$ cat src/rtl/pivot_pkg.sv
// Shared types and helpers for the greedy pivot scheduler.
// Holds the FSM state encoding and the index-width function.
package pivot_pkg;

  typedef enum logic [2:0] {
    IDLE,
    SCAN,
    DRAIN,
    EMIT,
    FINISH
  } sched_state_t;

  function automatic int idx_w(input int n);
    return (n <= 1) ? 1 : $clog2(n);
  endfunction

endpackage

$ cat src/rtl/pivot_sched_tag_delay.sv
// Fixed-depth valid/data shift register that travels alongside memory reads
// so each response can be attributed to the cell that requested it.
module tag_delay #(
  parameter int LAT = 1,
  parameter int DW  = 4
) (
  input  logic          clk,
  input  logic          rst_n,
  input  logic          flush,
  input  logic          in_valid,
  input  logic [DW-1:0] in_data,
  output logic          out_valid,
  output logic [DW-1:0] out_data,
  output logic          pending
);

  logic [LAT-1:0] v;
  logic [DW-1:0]  d [LAT];

  always_ff @(posedge clk or negedge rst_n) begin
    if (!rst_n) begin
      v <= '0;
      for (int k = 0; k < LAT; k++) d[k] <= '0;
    end else if (flush) begin
      v <= '0;
    end else begin
      v[0] <= in_valid;
      d[0] <= in_data;
      for (int k = 1; k < LAT; k++) begin
        v[k] <= v[k-1];
        d[k] <= d[k-1];
      end
    end
  end

  assign out_valid = v[LAT-1];
  assign out_data  = d[LAT-1];

  // Stages not yet at the output; the output stage is consumed this cycle.
  always_comb begin
    pending = 1'b0;
    for (int k = 0; k < LAT - 1; k++) pending = pending | v[k];
  end

endmodule

$ cat src/rtl/pivot_sched.sv
// Greedy pivot scheduler: each round picks the largest entry among unused
// rows and columns, hands it to a consumer, then retires that row and column.
module pivot_sched
  import pivot_pkg::*;
#(
  parameter int WIDTH    = 16,
  parameter int N_STOCKS = 4,
  parameter int RD_LAT   = 1,
  localparam int IW      = idx_w(N_STOCKS)
) (
  input  logic            clk,
  input  logic            rst_n,
  input  logic            start,
  input  logic            abort,
  output logic            busy,
  output logic            done,
  output logic            mem_rd_en,
  output logic [2*IW-1:0] mem_rd_addr,
  input  logic [WIDTH-1:0] mem_rd_data,
  output logic            piv_valid,
  input  logic            piv_ready,
  output logic [IW-1:0]   piv_i,
  output logic [IW-1:0]   piv_j,
  output logic [WIDTH-1:0] piv_val,
  output logic [IW-1:0]   piv_round
);

  localparam int TW = 2 * IW;

  sched_state_t        state;
  logic [N_STOCKS-1:0] row_used;
  logic [N_STOCKS-1:0] col_used;
  logic [IW-1:0]       round;
  logic [IW:0]         cur_i;
  logic [IW-1:0]       cur_j;

  logic                best_valid;
  logic [IW-1:0]       best_i;
  logic [IW-1:0]       best_j;
  logic [WIDTH-1:0]    best_val;

  logic                nb_valid;
  logic [IW-1:0]       nb_i;
  logic [IW-1:0]       nb_j;
  logic [WIDTH-1:0]    nb_val;

  logic                found;
  logic [IW-1:0]       f_i;
  logic [IW-1:0]       f_j;

  logic                tag_valid;
  logic [TW-1:0]       tag_data;
  logic                pending;
  logic                kill;
  logic                last_round;

  assign kill       = abort && (state != IDLE);
  assign last_round = (int'(round) == N_STOCKS - 1);

  tag_delay #(
    .LAT (RD_LAT),
    .DW  (TW)
  ) u_tag (
    .clk       (clk),
    .rst_n     (rst_n),
    .flush     (kill),
    .in_valid  (mem_rd_en),
    .in_data   (mem_rd_addr),
    .out_valid (tag_valid),
    .out_data  (tag_data),
    .pending   (pending)
  );

  // Next eligible cell at or after the cursor, row-major.
  always_comb begin
    found = 1'b0;
    f_i   = '0;
    f_j   = '0;
    for (int i = 0; i < N_STOCKS; i++) begin
      for (int j = 0; j < N_STOCKS; j++) begin
        if (!found && !row_used[i] && !col_used[j] &&
            (i > int'(cur_i) ||
             (i == int'(cur_i) && j >= int'(cur_j)))) begin
          found = 1'b1;
          f_i   = IW'(i);
          f_j   = IW'(j);
        end
      end
    end
  end

  // First response wins unconditionally; later ones only if strictly larger.
  always_comb begin
    nb_valid = best_valid;
    nb_i     = best_i;
    nb_j     = best_j;
    nb_val   = best_val;
    if (tag_valid && (!best_valid || mem_rd_data > best_val)) begin
      nb_valid = 1'b1;
      nb_i     = tag_data[TW-1:IW];
      nb_j     = tag_data[IW-1:0];
      nb_val   = mem_rd_data;
    end
  end

  always_ff @(posedge clk or negedge rst_n) begin
    if (!rst_n) begin
      state       <= IDLE;
      busy        <= 1'b0;
      done        <= 1'b0;
      mem_rd_en   <= 1'b0;
      mem_rd_addr <= '0;
      piv_valid   <= 1'b0;
      piv_i       <= '0;
      piv_j       <= '0;
      piv_val     <= '0;
      piv_round   <= '0;
      row_used    <= '0;
      col_used    <= '0;
      round       <= '0;
      cur_i       <= '0;
      cur_j       <= '0;
      best_valid  <= 1'b0;
      best_i      <= '0;
      best_j      <= '0;
      best_val    <= '0;
    end else begin
      best_valid <= nb_valid;
      best_i     <= nb_i;
      best_j     <= nb_j;
      best_val   <= nb_val;
      done       <= 1'b0;
      mem_rd_en  <= 1'b0;
      if (kill) begin
        state      <= IDLE;
        busy       <= 1'b0;
        piv_valid  <= 1'b0;
        best_valid <= 1'b0;
      end else begin
        unique case (state)
          IDLE: begin
            if (start) begin
              row_used   <= '0;
              col_used   <= '0;
              round      <= '0;
              cur_i      <= '0;
              cur_j      <= '0;
              best_valid <= 1'b0;
              busy       <= 1'b1;
              state      <= SCAN;
            end
          end
          SCAN: begin
            if (found) begin
              mem_rd_en   <= 1'b1;
              mem_rd_addr <= {f_i, f_j};
              if (int'(f_j) == N_STOCKS - 1) begin
                cur_i <= {1'b0, f_i} + 1'b1;
                cur_j <= '0;
              end else begin
                cur_i <= {1'b0, f_i};
                cur_j <= f_j + 1'b1;
              end
            end else begin
              state <= DRAIN;
            end
          end
          DRAIN: begin
            if (!pending) begin
              state     <= EMIT;
              piv_valid <= 1'b1;
              piv_i     <= nb_i;
              piv_j     <= nb_j;
              piv_val   <= nb_val;
              piv_round <= round;
            end
          end
          EMIT: begin
            if (piv_ready) begin
              piv_valid       <= 1'b0;
              row_used[piv_i] <= 1'b1;
              col_used[piv_j] <= 1'b1;
              round           <= round + 1'b1;
              if (last_round) begin
                state <= FINISH;
                done  <= 1'b1;
                busy  <= 1'b0;
              end else begin
                state      <= SCAN;
                cur_i      <= '0;
                cur_j      <= '0;
                best_valid <= 1'b0;
              end
            end
          end
          FINISH: state <= IDLE;
          default: state <= IDLE;
        endcase
      end
    end
  end

endmodule

$ cat config.mk
export PLATFORM = sky130hd
export DESIGN_NAME = pivot_sched
export DESIGN_NICKNAME = d
export VERILOG_FILES = /design/src/rtl/pivot_pkg.sv /design/src/rtl/pivot_sched_tag_delay.sv /design/src/rtl/pivot_sched.sv
export SDC_FILE = /design/constraint.sdc
export NUM_CORES = 1
export LEC_CHECK = 0
export BUFFER_PORTS_ARGS = -buffer_cell sky130_fd_sc_hd__buf_2
export CORE_MARGIN = 3
export CORE_UTILIZATION = 50
export CTS_BUF_LIST = sky130_fd_sc_hd__clkbuf_4 sky130_fd_sc_hd__clkbuf_8
export DETAILED_ROUTE_END_ITERATION = 10
export HOLD_SLACK_MARGIN = 0.06
export PLACE_DENSITY = 0.82
export SETUP_SLACK_MARGIN = 0.1
export SLEW_MARGIN = 25
export SYNTH_ARGS = -nofsm -noshare
export SYNTH_HDL_FRONTEND = slang
export SYNTH_SLANG_ARGS = --single-unit
$ cat constraint.sdc
create_clock -name clk -period 3.7 [get_ports clk]
set_input_delay 0.555 -clock clk [delete_from_list [all_inputs] [get_ports clk]]
set_output_delay 0.555 -clock clk [all_outputs]
set_load 0.005 [all_outputs]
==> qor.txt, run 1 <==
Distinct cells, synth: 63
CP Class: reg -> reg
Sequential-to-total area share from yosys stat: 0.475
Antenna Nets Post-Route: 0
Vias per Instance: 5.71
CTS tree: yes
Outcome: finished clean
First-pass GRT wire length: 14.1 mm
Starting Density: 0.526
Multi-input gate area: 1890 sq um
Post-synth EDFFs: 0
Synth async-reset ratio: 1.00
Synth Cell Area: 3900 sq um
TNS Setup: 0 ns
Clk root buf: clkbuf_8
Clock slew at reported path FFs: 0.07 ns
Crit path buf inv count: 0
Die Height: 94.3 um
Final nets: 448
Clock Tree Buf Depth: 2
Slew headroom: 0.401
Final hold vios: 0
Share of post-route cells with drive strength above 1: 0.259
Hpwl dp: 6.26 mm
First drt pass iteration count: 4
Vias in the first global route: 2932
Post-route clock period utilization: 0.780
Post-CTS Resized: 0
I/O Buffers: 50
Worst-Margin Slew: 0.899 ns
Clk_lat worst skew: 0.34 ns
RSZ-0062 raised after global routing: false
WL/cell: 16.1 um
CP cell instances: or3_4 > a21o_1 > or2_1 > and3_4 > a211o_1 > ha_1 > or3_1 > a32o_1
Largest net degree at the start of global routing: 75
Clock H-tree levels: 3
Sink Count: 74
Flop2flop setup slack: 0.81 ns
Diode count: 0
Worst Setup End Kind: register
Lkg Pwr: 0.00222 uW
DR DRC count: 0
Cell Count, Final, Fillers Out: 512
DR iter-0 viols: 122
Initial antenna violation count: 0
Ys Warns: 0
Setup repair bufs after CTS: 0
Die ar.: 8900 sq um
Slowest cell on the critical path: dfrtp_1
Flops & latches, synth: 74
Crit path DAT: 3.12 ns
Core Region: 7410 sq um
Max frequency: 0.347 GHz
Storage cell area: 1850 sq um
Die X: 94.3 um
HP Class: in -> async
Worst hold slack: 0.418 ns
# fillers: 615
GPL Wtd Cong: 0.955
Largest stage delay on the critical path: 0.52 ns
Placed cell count: 496
Cell family with most CP delay: simple AND/OR/NAND/NOR gates
Area delta synth->final: 14.0%
Routed WL: 8.26 mm
Vias: 2922
# IOs: 51
Critical Path Fanout Max: 12
Main flop type after synthesis: dfrtp_1
Max-cap check violation count: 0
CTS Hold Buffers Added: 0
Power per cell area: 555 nW/um^2
Synth Instances: 360
VDD IR max: 457 uV
All-Layer GR Usage: 0.203
Crit path required time: 3.93 ns
Num CTS Buffers: 9
Syn nets: 400
Tmin final: 2.89 ns
Final slew viol count: 0
Post-Syn Area per Cell: 10.8 sq um
Worst Setup Start Kind: register
Setup Skew: 0.00422 ns
Endpoints failing setup: 0
Std cell rows: 31
Grt ovf: 0
Tot Pwr: 2470 uW
[stage by stage]
step                 util  setup slack, ns  instance area, sq um
floorplan               -             1.06                  3900
global placement    0.571            0.912                  4230
detailed placement  0.571            0.852                  4230
CTS                 0.599            0.840                  4440
global route        0.600            0.643                  4450
finish              0.600            0.815                  4450
[worst register-to-register path, stage by stage (launching register included)]
cell     delay [ns]
dfrtp_1        0.52
or3_4          0.46
a21o_1         0.18
or2_1          0.24
and3_4         0.18
a211o_1        0.30
ha_1           0.27
or3_1          0.38
a32o_1         0.26
[path summary, 6_finish.rpt]
path | end | cells after the start | start
hold / removal | piv_val[2] | 2 | rst_n
setup / recovery | cur_i[1] | 8 | cur_i[1]
max in group asynchronous | piv_val[7] | 2 | rst_n
setup reg to reg | cur_i[1] | 8 | cur_i[1]
hold reg to reg | piv_valid | 1 | piv_valid
min in group clk | best_val[3] | 2 | mem_rd_data[3]
[per-layer routing]
metal	share of wire	GRT usage
met5	0	0
met4	0.010	0.0602
met1	0.45	0.261
met2	0.49	0.339
met3	0.046	0.0513
[state kept, by name, summed over array words and instances (netlist names)]
register / cells
u_tag.out_valid: 1
cur_i: 3
piv_round: 2
done: 1
state: 3
round: 2
piv_val: 16
best_i: 2
piv_j: 2
cur_j: 2
row_used: 4
mem_rd_addr: 4
best_val: 16
piv_i: 2
col_used: 4
busy: 1
mem_rd_en: 1
best_j: 2
u_tag.out_data: 4
best_valid: 1
piv_valid: 1
[synthesized netlist by cell type, types with 2 or more instances]
cell / instances / share of area
ha_1: 19 / 0.061
mux2_1: 23 / 0.066
nand2b_1: 6 / 0.0096
buf_2: 8 / 0.010
nand2_1: 20 / 0.019
a211oi_1: 3 / 0.0058
nand4_1: 6 / 0.0096
o21ai_1: 5 / 0.0064
mux2_2: 25 / 0.072
a31oi_1: 6 / 0.0096
inv_1: 23 / 0.022
o32a_1: 2 / 0.0051
nor4b_1: 2 / 0.0045
nor3_1: 8 / 0.010
o41ai_1: 2 / 0.0045
o2bb2ai_1: 3 / 0.0067
o31ai_1: 4 / 0.0077
or2_1: 2 / 0.0032
a21o_1: 10 / 0.019
or3_1: 3 / 0.0048
dfrtp_1: 74 / 0.47
nor2b_1: 3 / 0.0048
nor2_1: 26 / 0.025
clkbuf_1: 7 / 0.0067
nand3_1: 6 / 0.0077
a21oi_1: 17 / 0.022
o21a_1: 3 / 0.0058
o21ai_0: 8 / 0.010
a32o_1: 2 / 0.0051
[power by group]
part	total [uW]	leakage, uW	internal, uW	switching (uW)
registers	1130	0.000964	970	161
logic	691	0.00115	335	356
clock network	644	0.000102	355	290
[cells by family (layout without fill, tap and decap cells)]
group           Yosys count  after routing  synth area share
compound gates           84             84             0.152
xor+xnor                  1              1           0.00225
fa+ha+maj                19             19            0.0610
buf+inv                  41             94            0.0456
flops                    74             74             0.475
mux                      49             49             0.142
simple gates             92             92             0.122
[cells in the final DEF, fill, tap and decap left out, types with 4 or more instances in the layout]
master	instances
mux2_2	25
o21ai_0	8
o31ai_1	4
ha_1	19
nor2_1	26
mux2_1	23
nand3_1	6
nand4_1	6
nand2b_1	6
buf_4	4
nand2_1	20
inv_1	23
a21o_1	10
a31oi_1	6
dfrtp_1	74
o21ai_1	5
clkbuf_8	11
nor3_1	7
a21oi_1	16
buf_2	50
[layout make-up]
class                   instances  area share
multi-input cells             245       0.425
flip-flops and latches         74       0.417
repair buffers                 54      0.0630
clock buffers                  12      0.0357
well taps                      99      0.0279
inverters                      24      0.0208
clock inverters                 4      0.0113
(Power assumes the default switching activity.)
==> run 2, diff against run 1 <==
--- a/config.mk
+++ b/config.mk
@@ -11,7 +11,7 @@
 export CTS_BUF_LIST = sky130_fd_sc_hd__clkbuf_4 sky130_fd_sc_hd__clkbuf_8
 export DETAILED_ROUTE_END_ITERATION = 10
 export HOLD_SLACK_MARGIN = 0.06
-export PLACE_DENSITY = 0.82
+export PLACE_DENSITY = 0.84
 export SETUP_SLACK_MARGIN = 0.1
 export SLEW_MARGIN = 25
 export SYNTH_ARGS = -nofsm -noshare
==> constraint.sdc (replaced) <==
create_clock -name clk -period 2.55 [get_ports clk]
set_input_delay 0.3825 -clock clk [delete_from_list [all_inputs] [get_ports clk]]
set_output_delay 0.3825 -clock clk [all_outputs]
set_load 0.005 [all_outputs]
==> run 2 against run 1 <==
  * The run now ends with setup timing left
  * Via count increased by 14%
  * Utilization increased by 8.6 points
  * Wire length increased by 34%
  * Sequential power increased by 45%
  * Global-route usage increased by 1.9 points
  * Critical path type unchanged
  * Critical endpoint is now piv_val[7]
  * Largest power group is now combinational logic
  * Highest routed layer unchanged
==> qor.txt, run 2 (same netlist as run 1, synthesis figures left out) <==
GPL Wtd Cong: 0.892
Clock H-tree levels: 3
Core Region: 7410 sq um
Post-route clock period utilization: 1.01
Initial antenna violation count: 0
Clk root buf: clkbuf_8
Reg-to-reg critical path endpoint: piv_val[7]
First-pass GRT wire length: 15.3 mm
Die Height: 94.3 um
Storage cell area: 1860 sq um
Vias: 3343
Area delta synth->final: 30.4%
Placed cell count: 519
Power per cell area: 837 nW/um^2
Die X: 94.3 um
Pre-CTS WS: -0.187 ns
Final worst setup slack: -0.0304 ns
Largest net degree at the start of global routing: 45
Vias in the first global route: 3216
M3 GR Usage: 0.0553
Final nets: 491
Antenna Nets Post-Route: 0
Clock slew at reported path FFs: 0.09 ns
# IOs: 51
# fillers: 519
Die ar.: 8900 sq um
RSZ-0062 raised after global routing: true
Clock Tree Buf Depth: 2
I/O Buffers: 50
Max-cap check violation count: 0
Clk_lat worst skew: 0.36 ns
All-Layer GR Usage: 0.222
TNS Setup: -0.169 ns
HP Class: in -> async
VDD IR max: 686 uV
Outcome: finished with violations
Endpoints failing setup: 11
Critical Path Fanout Max: 9
Final slew viol count: 0
Biggest regs: best_val: 16 flops, piv_val: 16 flops
Starting Density: 0.526
Tmin final: 2.58 ns
Grt ovf: 0
Lkg Pwr: 0.00250 uW
Busiest metal layer after global routing: met2
CP Class: reg -> reg
Max frequency: 0.388 GHz
Worst Setup End Kind: register
DR iter-0 viols: 226
Flop2flop setup slack: -0.03 ns
Num CTS Buffers: 9
Final hold vios: 0
Failing checks: setup timing
Routed WL: 11.1 mm
CTS tree: yes
Slew headroom: 0.506
Worst Setup Start Kind: register
Worst-Margin Slew: 0.741 ns
Cell Count, Final, Fillers Out: 555
Tot Pwr: 4250 uW
WL/cell: 20.0 um
Std cell rows: 31
Sink Count: 74
Diode count: 0
Met1 global-route usage: 0.282
Reg2reg path depth: 9
Vias per Instance: 6.02
Setup Skew: 0.0164 ns
Multi-input gate area: 2180 sq um
Share of post-route cells with drive strength above 1: 0.419
Crit path required time: 2.79 ns
Commonest cells after routing, fill and taps aside: dfrtp_1 (71), buf_2 (50), mux2_4 (40)
Hpwl dp: 6.62 mm
Met2 global-route usage: 0.368
R2R Path Start: best_val[12]
Crit path DAT: 2.82 ns
First drt pass iteration count: 8
CTS Hold Buffers Added: 0
Commonest non-fill, non-tap cell in the layout: dfrtp_1
DR DRC count: 0
## run 2: per-stage QoR
step                      hold WS, ns  instance area [sq um]  utilization
final                          0.0750                   5090        0.687
after detailed placement        0.468                   4440        0.599
after global placement          0.459                   4430        0.598
after global routing            0.116                   5090        0.687
after CTS                      0.0932                   4730        0.638
after floorplan                0.0869                   3910            -
## run 2: where the power goes
group	internal [uW]	total, uW	switching [uW]
logic	935	1740	806
clock network	408	870	462
registers	1410	1640	229
## run 2: metal layers
layer | part of all wire | vias to the layer above
met2 | 0.52 | 128
met1 | 0.41 | 1694
met3 | 0.049 | 21
li1 | - | 1500
met5 | 0 | -
met4 | 0.019 | 0
## run 2: worst max-delay path, stage by stage (launching register included)
cell      delay, ns
dfrtp_1        0.38
inv_2          0.06
ha_4           0.27
nand4_1        0.20
a211oi_2       0.37
o31ai_4        0.16
a21oi_4        0.23
buf_12         0.18
mux2_4         0.33
mux2_4         0.27
## run 2: timing repair
| action | 4_1_cts | 5_1_grt |
|---|---|---|
| setup buffers | 5 | 14 |
| endpoints found under the hold margin | 0 | 0 |
| pin swaps | 12 | 13 |
| setup endpoints to repair | 21 | 27 |
| gates resized for setup | 9 | 69 |
| gates cloned | 1 | 0 |
## run 2: final cells by class
cell class,instances,area share
Inverter,24,0.0182
Clock inverter,5,0.00763
Clock buffer,11,0.0298
Multi-Input combinational cell,246,0.429
Tap cell,99,0.0244
Timing Repair Buffer,96,0.127
Sequential cell,74,0.365
## run 2: worst max-delay path by stage
stage	from	end	slack, ns
after global placement	mem_rd_data[6]	piv_val[11]	-0.39
after CTS	cur_i[2]	cur_i[1]	-0.01
final	best_val[12]	piv_val[7]	-0.03
after global routing	cur_i[0]	cur_i[1]	-0.07
after floorplan	cur_i[2]	cur_i[1]	-0.03
after detailed placement	mem_rd_data[5]	piv_val[3]	-0.19
==> run 3, diff against run 2 <==
--- a/config.mk
+++ b/config.mk
@@ -16,4 +16,5 @@
 export SLEW_MARGIN = 25
 export SYNTH_ARGS = -nofsm -noshare
 export SYNTH_HDL_FRONTEND = slang
+export SYNTH_HIERARCHICAL = 1
 export SYNTH_SLANG_ARGS = --single-unit
==> run 3 against run 2 <==
  * The flow still finishes with violations (setup timing)
  * Die area up 0.69%
  * Combinational power rose by 18%
  * Non-clock buffer count is 24 lower
  * Clock-buffer cell count is the same
  * Global-route usage decreased by 1.5 points
  * Critical path depth did not move
  * Clock power rose by 7.5%
  * Final cell count shrank 4.9%
  * Highest routed layer unchanged
==> qor.txt, run 3 <==
Initial antenna violation count: 0
Max frequency: 0.386 GHz
Crit path required time: 2.78 ns
CP cell instances: inv_1 > ha_1 > and4_4 > o21ai_2 > a311o_1 > a21oi_4 > buf_8 > mux2_4 > mux2_4
Synth area leaders: dfrtp_1 (47%), mux2_2 (14%), ha_1 (6.1%)
Clk root buf: clkbuf_8
Core Region: 7450 sq um
CP Class: reg -> reg
Synth Instances: 361
Flop2flop setup slack: -0.04 ns
Clock H-tree levels: 3
Synth async-reset ratio: 1.00
Std cell rows: 31
Distinct cells, synth: 58
Antenna Nets Post-Route: 0
RSZ-0062 raised after global routing: true
Vias in the first global route: 3008
Die Height: 94.6 um
Crit path buf inv count: 2
First-pass GRT wire length: 14.6 mm
Sink Count: 74
Area delta synth->final: 22.9%
Reg-to-reg critical path endpoint: piv_val[14]
Biggest regs: best_val: 16 flops, piv_val: 16 flops
Routed WL: 10.3 mm
Synth area leader: dfrtp_1
Vias per Instance: 6.04
Worst-Margin Slew: 0.722 ns
Final worst setup slack: -0.0404 ns
Post-route clock period utilization: 1.02
Tot Pwr: 4770 uW
CTS Hold Buffers Added: 0
Post-synth EDFFs: 0
Slowest cell on the critical path: dfrtp_1
DR iter-0 viols: 220
TNS Setup: -0.349 ns
# IOs: 51
Failing checks: setup timing
Share of post-route cells with drive strength above 1: 0.392
VDD IR max: 603 uV
Setup Skew: 0.0149 ns
Flops & latches, synth: 74
Critical Path Fanout Max: 8
Sequential-to-total area share from yosys stat: 0.471
Largest stage delay on the critical path: 0.41 ns
Final hold vios: 0
R2R Path Start: best_val[2]
Clock Tree Buf Depth: 2
Num CTS Buffers: 9
Most common cell in the netlist: dfrtp_1
Placed cell count: 509
Vias: 3187
Worst Setup EP: piv_val[14]
Final slew viol count: 0
CTS tree: yes
I/O Buffers: 50
Max-cap check violation count: 0
Die X: 94.6 um
Die ar.: 8960 sq um
DR DRC count: 0
HP Class: in -> async
Worst Setup End Kind: register
Synth top cells by count: dfrtp_1 (74), mux2_2 (49), nor2_1 (24)
Clk_lat worst skew: 0.35 ns
Main flop type after synthesis: dfrtp_1
Area share of the largest cell type after synthesis: 0.471
Placement-stage cell area: 4350 sq um
Cell Count, Final, Fillers Out: 528
All-Layer GR Usage: 0.207
GPL Wtd Cong: 0.933
Synth Cell Area: 3930 sq um
First drt pass iteration count: 5
Largest net degree at the start of global routing: 46
Commonest cells after routing, fill and taps aside: dfrtp_1 (68), buf_2 (50), mux2_4 (40)
Slew headroom: 0.518
Ys Warns: 6
Lkg Pwr: 0.00240 uW
Crit path DAT: 2.82 ns
CP startpoint: best_val[2]
Syn nets: 401
Cell family with most CP delay: compound AO/OA/AOI/OAI gates
Hpwl dp: 6.20 mm
Grt ovf: 0
Reg2reg path depth: 9
Starting Density: 0.528
Outcome: finished with violations
Clock slew at reported path FFs: 0.09 ns
Worst Setup Start Kind: register
Final nets: 464
CP Depth: 9
Design Area, Final: 4830 sq um
Post-Syn Area per Cell: 10.9 sq um
WL/cell: 19.6 um
Endpoints failing setup: 17
Worst hold slack: 0.0765 ns
Power per cell area: 988 nW/um^2
Tmin final: 2.59 ns
Diode count: 0
Critical path's most frequent cell: mux2_4
Commonest non-fill, non-tap cell in the layout: dfrtp_1
run 3: cell types whose count changed in the layout (fill, tap and decap cells not counted), sizes merged, moves of 4 or more:
cell / delta
nand4: -5
and4: +4
a21o: -6
a21oi: +4
o21ai: +4
buf: -23
run 3: power by group:
group / switching (uW) / leakage (uW) / total [uW] / internal, uW
clock network: 434 / 0.000105 / 935 / 500
registers: 303 / 0.000956 / 1780 / 1470
logic: 997 / 0.00133 / 2060 / 1060
run 3: worst reg2reg max path: stages (launching register included):
cell	delay [ns]
dfrtp_1	0.41
inv_1	0.06
ha_1	0.28
and4_4	0.24
o21ai_2	0.05
a311o_1	0.39
a21oi_4	0.24
buf_8	0.18
mux2_4	0.33
mux2_4	0.27
run 3: cells by family after synthesis:
family	synth area share
flops	0.471
xor+xnor	0.00223
buf+inv	0.0503
simple gates	0.116
mux	0.140
other cells	0.000954
compound gates	0.159
fa+ha+maj	0.0605
run 3: worst min-delay path by stage:
stage	startpoint	end	slack (ns)
after floorplan	rst_n	best_i[0]	0.09
after global routing	rst_n	piv_val[6]	0.13
after global placement	rst_n	piv_val[3]	0.45
after CTS	rst_n	piv_val[3]	0.09
final	rst_n	best_val[15]	0.08
after detailed placement	piv_valid	piv_valid	0.46
run 3: per-stage QoR:
| step | setup WS, ns | utilization |
|---|---|---|
| finish | -0.0404 | 0.649 |
| floorplan | 0.280 | - |
| detailed placement | 0.0316 | 0.584 |
| CTS | 0.0896 | 0.611 |
| global placement | 0.0730 | 0.584 |
| global route | -0.0806 | 0.649 |
run 3: final cells by class:
cell class                      instances  area (sq um)
Inverter                               21          78.8
Sequential cell                        74          1860
Multi-Input combinational cell        246          2120
Tap cell                               99           124
Clock buffer                           11           151
Fill cell                             554          2620
Clock inverter                          5          52.6
Timing Repair Buffer                   72           447
run 3: repair_timing:
item,in CTS,in global routing
pin swaps,0,4
setup endpoints to repair,11,24
gates resized for setup,3,64
setup buffers,0,3
run 3: layer usage:
layer  vias to the layer above  routed length, um  share of wire  track usage
met3                        26                530          0.051       0.0422
met1                      1594               4210           0.41        0.267
met4                         0                301          0.029       0.0745
met5                         -                  0              0            0
li1                       1441                  -              -            -
met2                       126               5280           0.51        0.345
